## config.mk

```make
export PLATFORM = sky130hd
export DESIGN_NAME = riscv_dmem_arbiter
export DESIGN_NICKNAME = d
export VERILOG_FILES = /design/src/rtl/riscv_dmem_arbiter_pkg.sv /design/src/rtl/riscv_wr_fifo.sv /design/src/rtl/riscv_dmem_arbiter.sv
export SDC_FILE = /design/constraint.sdc
export NUM_CORES = 1
export LEC_CHECK = 0
export ABC_AREA = 1
export CELL_PAD_IN_SITES_DETAIL_PLACEMENT = 1
export CELL_PAD_IN_SITES_GLOBAL_PLACEMENT = 2
export CORE_UTILIZATION = 35
export CTS_CLUSTER_DIAMETER = 60
export DETAILED_ROUTE_END_ITERATION = 8
export DONT_BUFFER_PORTS = 1
export GPL_TIMING_DRIVEN = 1
export PLACE_DENSITY_LB_ADDON = 0.1
export SLEW_MARGIN = 15
export SYNTH_ARGS = -nofsm -noshare
export SYNTH_HDL_FRONTEND = slang
export SYNTH_SLANG_ARGS = --single-unit
```

## constraint.sdc

```tcl
create_clock -name clk -period 3.9 [get_ports clk]
set_input_delay 0.78 -clock clk [delete_from_list [all_inputs] [get_ports clk]]
set_output_delay 0.78 -clock clk [all_outputs]
set_load 0.05 [all_outputs]
```

## src/rtl/riscv_dmem_arbiter_pkg.sv

```systemverilog
// Shared encodings for the data-memory arbiter: FSM states, grant owners and
// the grant-selection rule.
package riscv_dmem_arbiter_pkg;

    typedef enum logic {
        ARB_ST_IDLE = 1'b0,
        ARB_ST_RD   = 1'b1
    } arb_state_t;

    typedef enum logic {
        ARB_GNT_CPU = 1'b0,
        ARB_GNT_UPG = 1'b1
    } arb_gnt_t;

    localparam logic [3:0] MEM_WE_WORD = 4'hF;
    localparam logic [3:0] MEM_WE_NONE = 4'h0;

    // Round-robin tie break: the side that did not win last time goes first.
    function automatic logic pick_upg(input logic cpu_cand, input logic upg_cand,
                                      input arb_gnt_t last_grant);
        if (cpu_cand && upg_cand) return last_grant == ARB_GNT_CPU;
        return upg_cand;
    endfunction

endpackage

```

## src/rtl/riscv_wr_fifo.sv

```systemverilog
// Small synchronous FIFO for programmer word writes. A pop frees the head slot
// in the same cycle, so push+pop is accepted even when full.
module riscv_wr_fifo #(
    parameter int WIDTH = 46,
    parameter int DEPTH = 4
) (
    input  logic             clk,
    input  logic             rst,
    input  logic             push,
    input  logic             pop,
    input  logic [WIDTH-1:0] din,
    output logic             full,
    output logic             empty,
    output logic [WIDTH-1:0] head
);
    localparam int PTR_W = $clog2(DEPTH);

    logic [WIDTH-1:0] mem [DEPTH];
    logic [PTR_W:0]   wr_ptr;
    logic [PTR_W:0]   rd_ptr;
    logic             do_push;
    logic             do_pop;

    assign empty   = wr_ptr == rd_ptr;
    assign full    = (wr_ptr[PTR_W] != rd_ptr[PTR_W]) &&
                     (wr_ptr[PTR_W-1:0] == rd_ptr[PTR_W-1:0]);
    assign do_pop  = pop && !empty;
    assign do_push = push && (!full || do_pop);
    assign head    = mem[rd_ptr[PTR_W-1:0]];

    always_ff @(posedge clk) begin
        if (rst) begin
            wr_ptr <= '0;
            rd_ptr <= '0;
        end else begin
            if (do_push) wr_ptr <= wr_ptr + 1'b1;
            if (do_pop)  rd_ptr <= rd_ptr + 1'b1;
        end
    end

    always_ff @(posedge clk) begin
        if (do_push) mem[wr_ptr[PTR_W-1:0]] <= din;
    end

endmodule

```

## src/rtl/riscv_dmem_arbiter.sv

```systemverilog
// Shares the single-port data BRAM between CPU loads/stores and the UART
// programmer write stream, sequencing the one-cycle BRAM read latency.
module riscv_dmem_arbiter
    import riscv_dmem_arbiter_pkg::*;
#(
    parameter int ADDR_W     = 14,
    parameter int DATA_W     = 32,
    parameter int FIFO_DEPTH = 4
) (
    input  logic              clk,
    input  logic              rst,
    input  logic              cpu_req,
    input  logic [3:0]        cpu_we,
    input  logic [31:0]       cpu_addr,
    input  logic [DATA_W-1:0] cpu_wdata,
    output logic              cpu_stall,
    output logic              cpu_rvalid,
    output logic [DATA_W-1:0] cpu_rdata,
    input  logic              upg_wen,
    input  logic [ADDR_W-1:0] upg_adr,
    input  logic [DATA_W-1:0] upg_dat,
    input  logic              upg_done,
    output logic              prog_mode,
    output logic              upg_ovf,
    output logic              mem_en,
    output logic [3:0]        mem_we,
    output logic [ADDR_W-1:0] mem_addr,
    output logic [DATA_W-1:0] mem_wdata,
    input  logic [DATA_W-1:0] mem_rdata
);
    localparam int ENT_W = ADDR_W + DATA_W;

    arb_state_t        state;
    arb_gnt_t          last_grant;
    logic              seen_upg;
    logic              fifo_full;
    logic              fifo_empty;
    logic [ENT_W-1:0]  fifo_head;
    logic              cpu_cand;
    logic              upg_cand;
    logic              gnt_upg;
    logic              gnt_cpu;
    logic              cpu_load;
    logic [ADDR_W-1:0] cpu_word;
    logic              unused_addr_bits;

    // The BRAM wraps: byte-address bits above the word index are don't-care.
    assign cpu_word         = cpu_addr[ADDR_W+1:2];
    assign unused_addr_bits = ^{cpu_addr[31:ADDR_W+2], cpu_addr[1:0]};
    assign cpu_load         = cpu_we == MEM_WE_NONE;

    assign cpu_cand = cpu_req && !prog_mode && !rst && state == ARB_ST_IDLE;
    assign upg_cand = !fifo_empty && !rst && state == ARB_ST_IDLE;
    assign gnt_upg  = pick_upg(cpu_cand, upg_cand, last_grant);
    assign gnt_cpu  = cpu_cand && !gnt_upg;

    riscv_wr_fifo #(
        .WIDTH(ENT_W),
        .DEPTH(FIFO_DEPTH)
    ) u_wr_fifo (
        .clk  (clk),
        .rst  (rst),
        .push (upg_wen),
        .pop  (gnt_upg),
        .din  ({upg_adr, upg_dat}),
        .full (fifo_full),
        .empty(fifo_empty),
        .head (fifo_head)
    );

    always_comb begin
        mem_en    = gnt_upg || gnt_cpu;
        mem_we    = MEM_WE_NONE;
        mem_addr  = '0;
        mem_wdata = '0;
        if (gnt_upg) begin
            mem_we    = MEM_WE_WORD;
            mem_addr  = fifo_head[ENT_W-1 -: ADDR_W];
            mem_wdata = fifo_head[DATA_W-1:0];
        end else if (gnt_cpu) begin
            mem_we    = cpu_we;
            mem_addr  = cpu_word;
            mem_wdata = cpu_wdata;
        end
    end

    // Handshake: cpu_req is a level held while cpu_stall=1; a store completes
    // in its grant cycle, a load completes in the following cycle with cpu_rvalid=1.
    assign cpu_rvalid = state == ARB_ST_RD;
    assign cpu_rdata  = cpu_rvalid ? mem_rdata : '0;
    assign cpu_stall  = cpu_req && !rst && !(gnt_cpu && !cpu_load) && !cpu_rvalid;

    always_ff @(posedge clk) begin
        if (rst) begin
            state      <= ARB_ST_IDLE;
            last_grant <= ARB_GNT_CPU;
            seen_upg   <= 1'b0;
            prog_mode  <= 1'b0;
            upg_ovf    <= 1'b0;
        end else begin
            state <= (gnt_cpu && cpu_load) ? ARB_ST_RD : ARB_ST_IDLE;
            if (gnt_upg)      last_grant <= ARB_GNT_UPG;
            else if (gnt_cpu) last_grant <= ARB_GNT_CPU;
            if (upg_wen) seen_upg <= 1'b1;
            // Only the first programmer write after reset enters programming mode.
            if (!prog_mode && upg_wen && !seen_upg)
                prog_mode <= 1'b1;
            else if (prog_mode && upg_done && fifo_empty && !gnt_upg)
                prog_mode <= 1'b0;
            if (upg_wen && fifo_full && !gnt_upg) upg_ovf <= 1'b1;
        end
    end

endmodule

```

==> metrics <==
register area share after synthesis=0.688; GPL Wtd Cong=0.687; Net Sw Frac=0.324; hold path cells=1; cell internal pwr=3.86 mW; post-placement cell count=between 1000 and 1500; CP Max Fanout=49; Max-Slew Margin vs Limit=0.296; Fin. Hold Viols=0; Hold Buf Count CTS=0; wirelength, routed=between 20000 and 25000 um; GR Util All Layers=0.188; most frequent cells after synthesis=184 x edfxtp_1, 139 x nand2_1, 110 x nor2_1; EDFF count, synth=184; flop2flop setup slack=1600 ps; synth unique cells=24; Final setup viols=0; worst-margin pin slew=around 1100 ps; post-synthesis cell count=769; vias in the first global route=6196; GRT overflow=0; Net Switching=roughly 1.9 mW; area grow syn2layout=21.6%; die area=about 25000 um2; setup TNS=0 ps; Leak Pwr=3.95 nW; grt met3 use=0.0556; Synth Warn #=0; final core utilization=0.434; RSZ-0062 raised after global routing=false; Worst Hold Slack=410 ps; Worst setup SP type=flip-flop; Synth top area share=0.657; CP peak stage delay=760 ps; Port Buffer Count=0; FF-to-FF path depth=8; Fillers=~2500; max-cap check violation count=0; VDD IR-drop max=0.000257 V; synth top area cells=edfxtp_1 66%, nand2_1 6.2%, o21ai_0 5.8%; root buf cell=clkbuf_16; DRC=0; CP Buf/Inv Count=3; CTS tree=yes; first-pass GRT wire length=34100 um; Pwr Total=5.71 mW; DR vias/cell=5.11; DIE WIDTH=157 um; Hold Path Sink=last_grant; final period utilization=0.867; Detailed Place HPWL=13900 um; share of cells above drive strength 1=0.139; Yosys reg bits=197; Synth async-reset ratio=0; combinational power share=0.257; CTS sink count=197; Reg2Reg Launch Point=u_wr_fifo.wr_ptr[0]; core area=23500 um2; # resized after CTS=0; routed length per instance=19.9 um; Worst Path Required=around 3100 ps; largest net degree at the start of global routing=57; io pins=238; row count=56; CP Class=flip-flop to output pin; FMAX=296 MHz; antenna diode count=0; Slew Limit Fails=0; crit-path cells=xor2_1 > inv_1 > nand2_2 > nand2_2 > inv_2 > nand2_1 > nand2_1 > buf_12; H-tree depth=4; global routing usage on met2=0.351; Worst Skew=roughly 14 ps; sequential share of power=0.432; dominant cell type by area after synthesis=edfxtp_1; CP max-delay cell=inv_2; Non-Filler Instances=1138; global route hottest layer=met2; CTS buffer count=17; status=completed; Primary FF master, synth=edfxtp_1; crit path capture type=output pin; Clk pwr share=0.311; top-count cell post-synth=edfxtp_1; Post-Syn Area per Cell=10.9 um2; Mapped Area=8410 um2; die height=157 um; hold path start=rst; CP top delay family=buffers and inverters; Worst-Skew Late Latency=430 ps; min Tclk post-route=~3400 ps; First DRT Iteration DRCs=about 300; initial antenna violation count=0; CTS Buffer Depth=2; capture point of the worst reg-to-reg path=u_wr_fifo.mem[2][3]; Worst-path clk slew=about 70 ps; NumNets Final=962; effective utilization at floorplan=0.357; met1 Use GR=0.206; Mapped Nets=925; Pre-Repair DR Iteration Count=4; CP arrival=2600 ps; Hold Path Class=input port to flip-flop; pwr/cell area=around 560 nW/um2; via count=about 5800; total setup buffers inserted after CTS=0; Routed Antenna Nets=0
power by group through the flow:
stage / sequential [mW] / clock, mW / combinational (mW)
floorplan: 2.49 / 0 / 0.900
detailed placement: 2.52 / 0 / 1.49
finish: 2.47 / 1.77 / 1.47
CTS: 2.47 / 1.82 / 1.50
global route: 2.48 / 1.89 / 1.58
global placement: 2.51 / 0 / 1.46
cell families after synthesis:
logic type,share of synthesized area
fa+ha+maj,0.00744
compound gates,0.0961
flops,0.688
xor+xnor,0.00313
buf+inv,0.0563
simple gates,0.149
per-stage QoR:
stage / instance area [um2] / setup slack (ps)
finish: 10200 / 520
global route: 10200 / 254
CTS: 10200 / 407
detailed placement: 9620 / 568
global placement: 9620 / 585
floorplan: 8410 / 211
layout by cell type, fill, tap and decap left out, types with 4 or more instances in the layout:
cell / netlist / routed
inv_6: 0 / 4
buf_4: 1 / 24
o21ai_1: 0 / 4
inv_1: 52 / 51
clkbuf_16: 0 / 17
inv_8: 0 / 4
ha_1: 5 / 5
nor2_1: 110 / 106
nand2_1: 139 / 139
o22ai_1: 46 / 46
inv_2: 3 / 4
dfxtp_1: 13 / 11
edfxtp_1: 184 / 184
buf_12: 0 / 43
nor2_4: 0 / 4
o21ai_0: 98 / 94
nand3_1: 52 / 52
worst max-delay path by stage:
stage / startpoint / end / slack (ps) / depth (start not counted)
6_report: u_wr_fifo.rd_ptr[2] / mem_wdata[24] / 520 / 8
5_1_grt: u_wr_fifo.rd_ptr[2] / mem_wdata[24] / 250 / 8
3_3_place_gp: rst / mem_wdata[18] / 580 / 8
2_1_floorplan: cpu_req / u_wr_fifo.mem[0][0] / 210 / 7
4_1_cts: u_wr_fifo.rd_ptr[2] / mem_wdata[24] / 410 / 8
3_5_place_dp: rst / mem_addr[8] / 570 / 8
worst reg2reg max path, cell delays in order, from the launching register on:
cell     delay (ps)
dfxtp_1         370
inv_2           110
nand2_1          60
nand2_1          80
nor2_2           60
nand3_1         180
nand2_1         320
nor2_4          460
buf_12          330
layer usage:
metal | vias up | share of wire | wire [um]
met4 | 0 | 0.0098 | 222
met5 | - | 0 | 0
met2 | 161 | 0.52 | 11900
met3 | 15 | 0.062 | 1410
met1 | 2897 | 0.41 | 9190
li1 | 2743 | - | -
state kept, by name, summed over array words and instances (netlist names), named ones only:
| signal | count |
|---|---|
| u_wr_fifo.rd_ptr | 3 |
| u_wr_fifo.wr_ptr | 3 |
| prog_mode | 1 |
| cpu_rvalid | 1 |
| u_wr_fifo.mem | 184 |
| upg_ovf | 1 |
| last_grant | 1 |
| seen_upg | 1 |
layout make-up:
class	instances	area, um2	area share
sequential	197	5790	0.566
multi-input combinational	467	2180	0.213
timing repair buffer	67	1040	0.102
clock buffer	17	425	0.0416
tap	319	399	0.0390
inverter	56	210	0.0206
clock inverter	15	180	0.0176
(Power assumes the default switching activity.)
